===== config.mk =====
export PLATFORM = sky130hd
export DESIGN_NAME = cache_entry_store
export DESIGN_NICKNAME = d
export VERILOG_FILES = /design/src/rtl/cache_pkg.sv /design/src/rtl/cache_slot.sv /design/src/rtl/cache_entry_store.sv
export SDC_FILE = /design/constraint.sdc
export NUM_CORES = 2
export LEC_CHECK = 0
export ABC_AREA = 1
export BUFFER_PORTS_ARGS = -buffer_cell sky130_fd_sc_hd__buf_2
export CAP_MARGIN = 25
export CORE_MARGIN = 10
export CORE_UTILIZATION = 56
export CTS_CLUSTER_DIAMETER = 50
export DETAILED_ROUTE_END_ITERATION = 10
export PLACE_DENSITY_LB_ADDON = 0.1
export SYNTH_ARGS = -nofsm -noshare
export SYNTH_HDL_FRONTEND = slang
export SYNTH_HIERARCHICAL = 1
export SYNTH_SLANG_ARGS = --single-unit

===== constraint.sdc =====
create_clock -name clk -period 4.45 [get_ports clk]
set_input_delay 0.6675 -clock clk [delete_from_list [all_inputs] [get_ports clk]]
set_output_delay 0.6675 -clock clk [all_outputs]
set_load 0.01 [all_outputs]

===== src/rtl/cache_pkg.sv =====
// cache_pkg: shared sizes, controller operation encoding and priority-encode helper
package cache_pkg;
  localparam int NUM_ENTRIES = 16;
  localparam int KEY_WIDTH = 32;
  localparam int VALUE_WIDTH = 64;
  localparam int MAX_ENTRIES = 64;
  typedef enum logic [1:0] {
    NOOP  = 2'b00,
    READ  = 2'b01,
    WRITE = 2'b10
  } operation_e;
  // Wide enough for any slot count up to MAX_ENTRIES; callers zero-extend and truncate.
  function automatic logic [MAX_ENTRIES-1:0] onehot_lowest(input logic [MAX_ENTRIES-1:0] v);
    return v & (~v + 1'b1);
  endfunction
endpackage


===== src/rtl/cache_slot.sv =====
// cache_slot: one key/value slot with used bit, key comparator and optional TTL (ENTRY_TTL_EN)
module cache_slot #(
  parameter int KEY_WIDTH = 32,
  parameter int VALUE_WIDTH = 64
`ifdef ENTRY_TTL_EN
  , parameter int TTL_CYCLES = 1024
`endif
) (
  input  logic                   clk,
  input  logic                   rst_n,
  input  logic                   load,
  input  logic                   update,
  input  logic                   clear,
  input  logic [KEY_WIDTH-1:0]   key_in,
  input  logic [VALUE_WIDTH-1:0] value_in,
  output logic                   used,
  output logic                   match,
  output logic [VALUE_WIDTH-1:0] value
);
  logic [KEY_WIDTH-1:0] key;
  logic expire;
`ifdef ENTRY_TTL_EN
  localparam int TTL_W = $clog2(TTL_CYCLES + 1);
  logic [TTL_W-1:0] ttl;
  // A write landing in the expiry cycle keeps the entry alive.
  assign expire = (ttl == TTL_W'(1)) && !(load || update);
  // Lifetime counter: reload on any write, zero on delete, otherwise count down to 0.
  always_ff @(posedge clk or negedge rst_n) begin
    if (!rst_n) ttl <= '0;
    else if (load || update) ttl <= TTL_W'(TTL_CYCLES);
    else if (clear) ttl <= '0;
    else if (ttl != '0) ttl <= ttl - 1'b1;
  end
`else
  assign expire = 1'b0;
`endif
  assign match = used && (key == key_in);
  // Occupancy: set by a new entry, cleared by delete or expiry.
  always_ff @(posedge clk or negedge rst_n) begin
    if (!rst_n) used <= 1'b0;
    else if (load) used <= 1'b1;
    else if (clear || expire) used <= 1'b0;
  end
  // Payload storage is deliberately left without reset; used gates its visibility.
  always_ff @(posedge clk) begin
    if (load) key <= key_in;
    if (load || update) value <= value_in;
  end
endmodule


===== src/rtl/cache_entry_store.sv =====
// cache_entry_store: keyed slot store with write/lookup/delete and registered results; TTL via ENTRY_TTL_EN
module cache_entry_store #(
  parameter int NUM_ENTRIES = cache_pkg::NUM_ENTRIES,
  parameter int KEY_WIDTH = cache_pkg::KEY_WIDTH,
  parameter int VALUE_WIDTH = cache_pkg::VALUE_WIDTH
`ifdef ENTRY_TTL_EN
  , parameter int TTL_CYCLES = 1024
`endif
) (
  input  logic                   clk,
  input  logic                   rst_n,
  input  logic [NUM_ENTRIES-1:0] idx_in,
  input  logic                   write_in,
  input  logic                   select_in,
  input  logic                   delete_in,
  input  logic [KEY_WIDTH-1:0]   key_in,
  input  logic [VALUE_WIDTH-1:0] value_in,
  output logic [NUM_ENTRIES-1:0] used_out,
  output logic                   full_out,
  output logic                   valid_out,
  output logic                   hit_out,
  output logic [NUM_ENTRIES-1:0] hit_idx_out,
  output logic [VALUE_WIDTH-1:0] value_out
);
  import cache_pkg::*;
  logic [NUM_ENTRIES-1:0] match, first, load, update, clear, target;
  logic [VALUE_WIDTH-1:0] values [NUM_ENTRIES];
  logic [VALUE_WIDTH-1:0] match_value, result_value;
  logic hit, idx_onehot, do_delete, do_select, stored;
  assign first = NUM_ENTRIES'(onehot_lowest(MAX_ENTRIES'(match)));
  assign hit = |match;
  assign idx_onehot = (idx_in != '0) && ((idx_in & (idx_in - 1'b1)) == '0);
  assign do_delete = delete_in && !write_in;
  assign do_select = select_in && !write_in && !delete_in;
  assign stored = hit || idx_onehot;
  assign target = hit ? first : idx_onehot ? idx_in : '0;
  assign load = (write_in && !hit && idx_onehot) ? idx_in : '0;
  assign update = (write_in && hit) ? first : '0;
  assign clear = do_delete ? first : '0;
  assign full_out = &used_out;
  // Value of the winning matched slot; zero when nothing matches.
  always_comb begin
    match_value = '0;
    for (int j = 0; j < NUM_ENTRIES; j++) match_value |= first[j] ? values[j] : '0;
  end
  assign result_value = write_in ? (stored ? value_in : '0) : match_value;
  for (genvar i = 0; i < NUM_ENTRIES; i++) begin : g_slot
    cache_slot #(
      .KEY_WIDTH(KEY_WIDTH),
      .VALUE_WIDTH(VALUE_WIDTH)
`ifdef ENTRY_TTL_EN
      , .TTL_CYCLES(TTL_CYCLES)
`endif
    ) u_slot (
      .clk(clk),
      .rst_n(rst_n),
      .load(load[i]),
      .update(update[i]),
      .clear(clear[i]),
      .key_in(key_in),
      .value_in(value_in),
      .used(used_out[i]),
      .match(match[i]),
      .value(values[i])
    );
  end
  // Result register: one-cycle valid pulse for the highest-priority strobe accepted.
  always_ff @(posedge clk or negedge rst_n) begin
    if (!rst_n) begin
      valid_out <= 1'b0;
      hit_out <= 1'b0;
      hit_idx_out <= '0;
      value_out <= '0;
    end else begin
      valid_out <= write_in || do_delete || do_select;
      hit_out <= write_in ? stored : hit;
      hit_idx_out <= write_in ? target : first;
      value_out <= result_value;
    end
  end
endmodule


* Word-level counts from Yosys, hierarchy flattened
Cells that the tools add are included.
Word-level totals: register bits after elaboration 1634, bits in latches 0, RAM bits 0, ROM bits 0, bits of input ports 117, output and inout bits 99, word-level logic and storage cells 210, memories 0
Operators by class: add/subtract/negate cells 2, $mul 0, divide/modulo/power cells 0, $lt $le $gt $ge 0, equal/unequal tests 16, shifts and indexed selects 0, muxes and demuxes 57, bitwise gates (word level) 18, reductions and logical operators 65
Operators by type and width (number):
- 2-to-1 mux 64 bit | 18
- bitwise OR 64 bit | 15
- == test 32 bit | 16
- 2-to-1 mux 16 bit | 6
- 2-to-1 mux 1 bit | 33
- bitwise AND 16 bit | 2
- nonzero test 2 bit | 16
- logical AND 1 bit | 23
- logical OR 1 bit | 19
- adder 16 x 1 -> 16 bit (second input constant) | 1
- zero test 16 bit | 1
- NOT 16 bit | 1
- AND reduction 16 bit | 1
- nonzero test 16 bit | 1
- OR reduction 16 bit | 1
- subtractor 16 x 1 -> 16 bit (second input constant) | 1
- zero test 1 bit | 3

* Depth between registers and ports, before layout
depth after elaboration 22, gate-level depth with buffers 23, depth with buffers taken out 21

* Hierarchy
The synthesis kept the hierarchy.
Modules (own cells, without submodules):
- cache_slot | times used 16, cells each 241, area an instance 3523.4 sq um, sequential area each 2907.8 sq um
- cache_entry_store | times used 1, cells each 2615, area an instance 12781.0 sq um, sequential area each 2052.0 sq um

* Worst setup path after synthesis
OpenSTA, ideal clock, no wires.
kind input-to-reg, start input port key_in[16], end register g_slot[13].u_slot.value[0] (enable), setup time 0.394 ns, data arrival time 4.736 ns, required time 4.056 ns, slack -0.680 ns, cell stages on the path 13, buffers on the path 1, path through or2_0 nand3_1 nor2_1 nand3_1 nor2_1 or2_2 nor2_2 nand2_2 nor3_4 buf_2 nand2_1 nor2_1 or2_2
Between the ends: longest elaborated chain between the ends 8, elaborated cells on any way between the ends 43, classes of those cells 1 x add/sub; 16 x eq/ne; 2 x mux; 2 x bitwise; 22 x reduce/logical
RTL lines:
- start, declared | RTL line cache_entry_store.sv:16 | input logic [KEY_WIDTH-1:0] key_in,
- == test 32 bit | RTL line cache_slot.sv:37 | assign match = used && (key == key_in);
- logical AND 1 bit | RTL line cache_slot.sv:37
- named net match[9] | RTL line cache_entry_store.sv:26 | logic [NUM_ENTRIES-1:0] match, first, load, update, clear, target;
- OR reduction 16 bit | RTL line cache_entry_store.sv:31 | assign hit = |match;
- zero test 1 bit | RTL line cache_entry_store.sv:37 | assign load = (write_in && !hit && idx_onehot) ? idx_in : '0;
- logical AND 1 bit (2 in a row) | RTL line cache_entry_store.sv:37
- 2-to-1 mux 16 bit | RTL line cache_entry_store.sv:37
- named net load[13] | RTL line cache_entry_store.sv:26
- logical OR 1 bit | RTL line cache_slot.sv:47 | if (load || update) value <= value_in;
- end signal, assigned | RTL line cache_slot.sv:47
- end, declared | RTL line cache_slot.sv:18 | output logic [VALUE_WIDTH-1:0] value
The timed path passes the listed nets, and every way through them passes these cells. A chain may end at the register's enable or synchronous reset.

* Worst setup path after layout
start register g_slot[1].u_slot.key[11], end register g_slot[8].u_slot.value[7] (enable)
Between the ends: elaborated cells on any way between the ends 13, classes of those cells 1 x add/sub; 1 x eq/ne; 2 x mux; 2 x bitwise; 7 x reduce/logical
RTL lines:
- start, declared | RTL line cache_slot.sv:20 | logic [KEY_WIDTH-1:0] key;
- start signal, assigned | RTL line cache_slot.sv:46 | if (load) key <= key_in;
- == test 32 bit * | RTL line cache_slot.sv:37
- logical AND 1 bit * | RTL line cache_slot.sv:37
- named net match[1] | RTL line cache_entry_store.sv:26
- NOT 16 bit | RTL line cache_pkg.sv:14 | return v & (~v + 1'b1);
- adder 16 x 1 -> 16 bit | RTL line cache_pkg.sv:14
- bitwise AND 16 bit | RTL line cache_pkg.sv:14
- 2-to-1 mux 16 bit * | RTL line cache_entry_store.sv:38 | assign update = (write_in && hit) ? first : '0;
- named net update[8] | RTL line cache_entry_store.sv:26
- logical OR 1 bit * | RTL line cache_slot.sv:47
- end signal, assigned | RTL line cache_slot.sv:47
- end, declared | RTL line cache_slot.sv:18
Mark *: on every way through the listed nets, which the timed path passes. The rest lies on a longest branch.

==> impl_metrics.yaml <==
synthesis:
  yosys.area.top_type_share_pct: 66.7
  avgSynthCellArea_um2: 10.7
  synthArstFlopShare_pct: 6.00
  yosys-top-cells-count: "2,064 x nand2_1, 1,536 x edfxtp_1, 930 x inv_1"
  seq_area_frac_synth_pct: 70.2
  synth_edf_count: 1536
  ys.flop_type: "edfxtp_1"
  synth_cell_types: 34
  synth_seq_cells: 1634
  ys_top_cells_by_area: "edfxtp_1 67%, nand2_1 11%, inv_1 5.0%"
  syn-num-nets: 6588
  syn-instance-count: 6471
  yosysMostFrequentCell: "nand2_1"
  synth_area_um2: 69200
  synth_warnings: 6
  synth_top_area_cell: "edfxtp_1"
placement:
  placed_area_um2: 74500
  gp_congestion: 0.938
  dp_cells: 8357
  hpwl_mm: 117
  numPortBuffers: 215
timing:
  final-hold-violation-count: 0
  rsz0062_at_grt: "no"
  fin_crit_sh_pct: 78.4
  tightestPinTransition_ns: 0.966
  whs_ns: 0.0518
  finalCriticalPeriod_ns: 3.49
  clock.fmax_mhz: 287
  skew_ns: 0.0370
  max-slew-margin-rel_pct: 35.6
  drv_slew: 0
  fin_setup_tns_ns: 0
  setup_viol: 0
critical_path:
  path_max_fanout: 128
  setup.worst_path.class: "flip-flop to flip-flop"
  reg2reg_depth: 17
  cp.required_ns: 4.94
  critPathArrivalTime_ns: 3.98
  cp-end-kind: "flip-flop"
  start_kind: "flip-flop"
hold_path:
  hold_path_class: "input port to flip-flop"
  whs_path_depth: 2
detailed_routing:
  wl_per_cell_um: 21.4
  num_vias: 46989
  ant_nets: 0
  post_drt_via_cell_ratio: 5.41
  wirelength_mm: 186
  first_pass_iters: 8
  drc: 0
  initialDrtViolationCount: 4660
final_layout:
  n_fill_cell: 9268
  instances_no_fill: 8692
  drive_above_1_share_pct: 11.4
  multi_input_area_um2: 16500
  finalInstanceArea_um2: 80500
  seq_area_um2: 48600
  areaGrowthSynthToFinish_pct: 16.3
  final_nets: 7025
pwr:
  leakage_nw: 33.9
  power_frac_seq_pct: 51.5
  irDropWorstVdd_uv: 388
  clock_power_share_pct: 45.6
  switchingPower_mw: 6.72
  combPwrFrac_pct: 2.8
  p_per_area_nw_per_um2: 405
  sw_frac_of_total_pct: 20.6
  p_int_mw: 25.9
floorplan:
  dieArea_um2: 138000
  coreArea_um2: 122000
  die_w_um: 371
  initial_core_util_pct: 56.6
  ios: 216
  core.rowCount: 128
  chipHeight_um: 371
grt:
  grt_max_degree: 129
  grt-ovfl-total: 0
  track_usage_pct: 26.7
  grt_pass1_vias: 44960
  grt_pass1_wl_mm: 278
  antenna_found_initial: 17
clock_tree:
  cts_tree: "yes"
  cts_root_buf: "clkbuf_16"
  cts_made_buffers: 173
  clock_sinks: 1634
  htreeDepth: 4
  clkTransAtPathRegs_ns: 0.06
  cts_setup_buffers: 0
  clk_latency_ns: 0.82
  clk_path_buf_depth: 3
job:
  drv_cap: 0
outcome:
  outcome: "finished, final reports clean"
[registers in the layout, indices dropped and copies added (netlist names)]
| register | count |
|---|---|
| g_slot.u_slot/key | 512 |
| g_slot.u_slot/used | 16 |
| g_slot.u_slot/value | 1024 |
| hit_idx_out | 16 |
| hit_out | 1 |
| valid_out | 1 |
| value_out | 64 |
[power groups by stage]
stage	Combinational, mW	Sequential (mW)	Clock (mW)
after floorplan	0.313	17.1	0
after global placement	0.896	17.1	0
after detailed placement	0.914	17.1	0
after CTS	0.918	16.8	15.1
after global routing	1.02	16.8	15.7
final	0.921	16.8	14.9
[final timing paths]
check / start / endpoint / slack, ns
max: g_slot[1].u_slot/key[11] / g_slot[8].u_slot/value[7] / 0.96
min: select_in / valid_out / 0.05
max reg2reg: g_slot[1].u_slot/key[11] / g_slot[8].u_slot/value[7] / 0.96
min reg2reg: g_slot[10].u_slot/value[42] / value_out[42] / 0.56
max in group asynchronous: rst_n / value_out[4] / 2.82
min in group asynchronous: rst_n / value_out[9] / 0.53
[cell families (layout without fill, tap and decap cells)]
| kind of cell | after synthesis | count (layout) | synth area share (%) |
|---|---|---|---|
| compound gates | 240 | 240 | 1.92 |
| xor+xnor | 112 | 112 | 1.42 |
| other cells | 0 | 8 | 0 |
| flops | 1634 | 1634 | 70.2 |
| buf+inv | 1132 | 1720 | 6.33 |
| simple gates | 3353 | 3353 | 20.1 |
[per-layer routing]
| layer | GRT usage [%] | wire [um] | vias to the layer above |
|---|---|---|---|
| met3 | 4.99 | 16600 | 322 |
| li1 | - | - | 21998 |
| met1 | 36.7 | 77000 | 22665 |
| met5 | 0 | 32 | - |
| met4 | 8.37 | 5000 | 4 |
| met2 | 43.1 | 87800 | 2000 |
[cell type report]
type,instances,share of cell area [%]
flip-flops and latches,1634,60.4
multi-input cells,3705,20.5
clock buffers,238,6.07
repair buffers,429,4.65
inverters,965,4.50
well taps,1625,2.53
clock inverters,88,1.31
diodes,8,0.0249
[metrics by stage]
| stage | power [mW] | utilization (%) | worst slack [ns] |
|---|---|---|---|
| global route | 33.5 | 65.8 | 0.736 |
| CTS | 32.8 | 65.8 | 0.990 |
| floorplan | 17.4 | - | -0.475 |
| detailed placement | 18.0 | 61.0 | 0.222 |
| global placement | 18.0 | 61.0 | 0.263 |
| finish | 32.6 | 65.8 | 0.960 |
[worst max-delay path, cell delays in order, from the launching register on]
cell	delay (ns)
edfxtp_1	0.40
inv_1	0.07
nand2_1	0.04
o21ai_1	0.14
nor2_1	0.07
nand2_1	0.06
nor2_1	0.04
nand3_1	0.16
nor2_1	0.06
buf_4	0.17
nor2_4	0.14
nand2_4	0.13
nor2_4	0.17
buf_12	0.50
nand2_1	0.30
nor2_1	0.17
or2_4	0.28
buf_4	0.25
[cells in the final DEF (no fill, tap or decap), drive strengths merged, types with 19 or more instances in the layout]
master and instances:
a21oi 33, buf 428, bufinv 19, clkbuf 238
clkinv 60, dfrtp 98, edfxtp 1536, inv 972
nand2 2067, nand3 374, nand4 153, nor2 652
nor3 55, o21ai 140, o22ai 34, or2 49
xnor2 64, xor2 48
[what timing repair did]
action                                  CTS  global route
hold buffers                              1             0
resized for setup                         0             0
endpoints found under the setup margin    0             0
endpoints found under the hold margin    40             0
(Power assumes the default switching activity.)
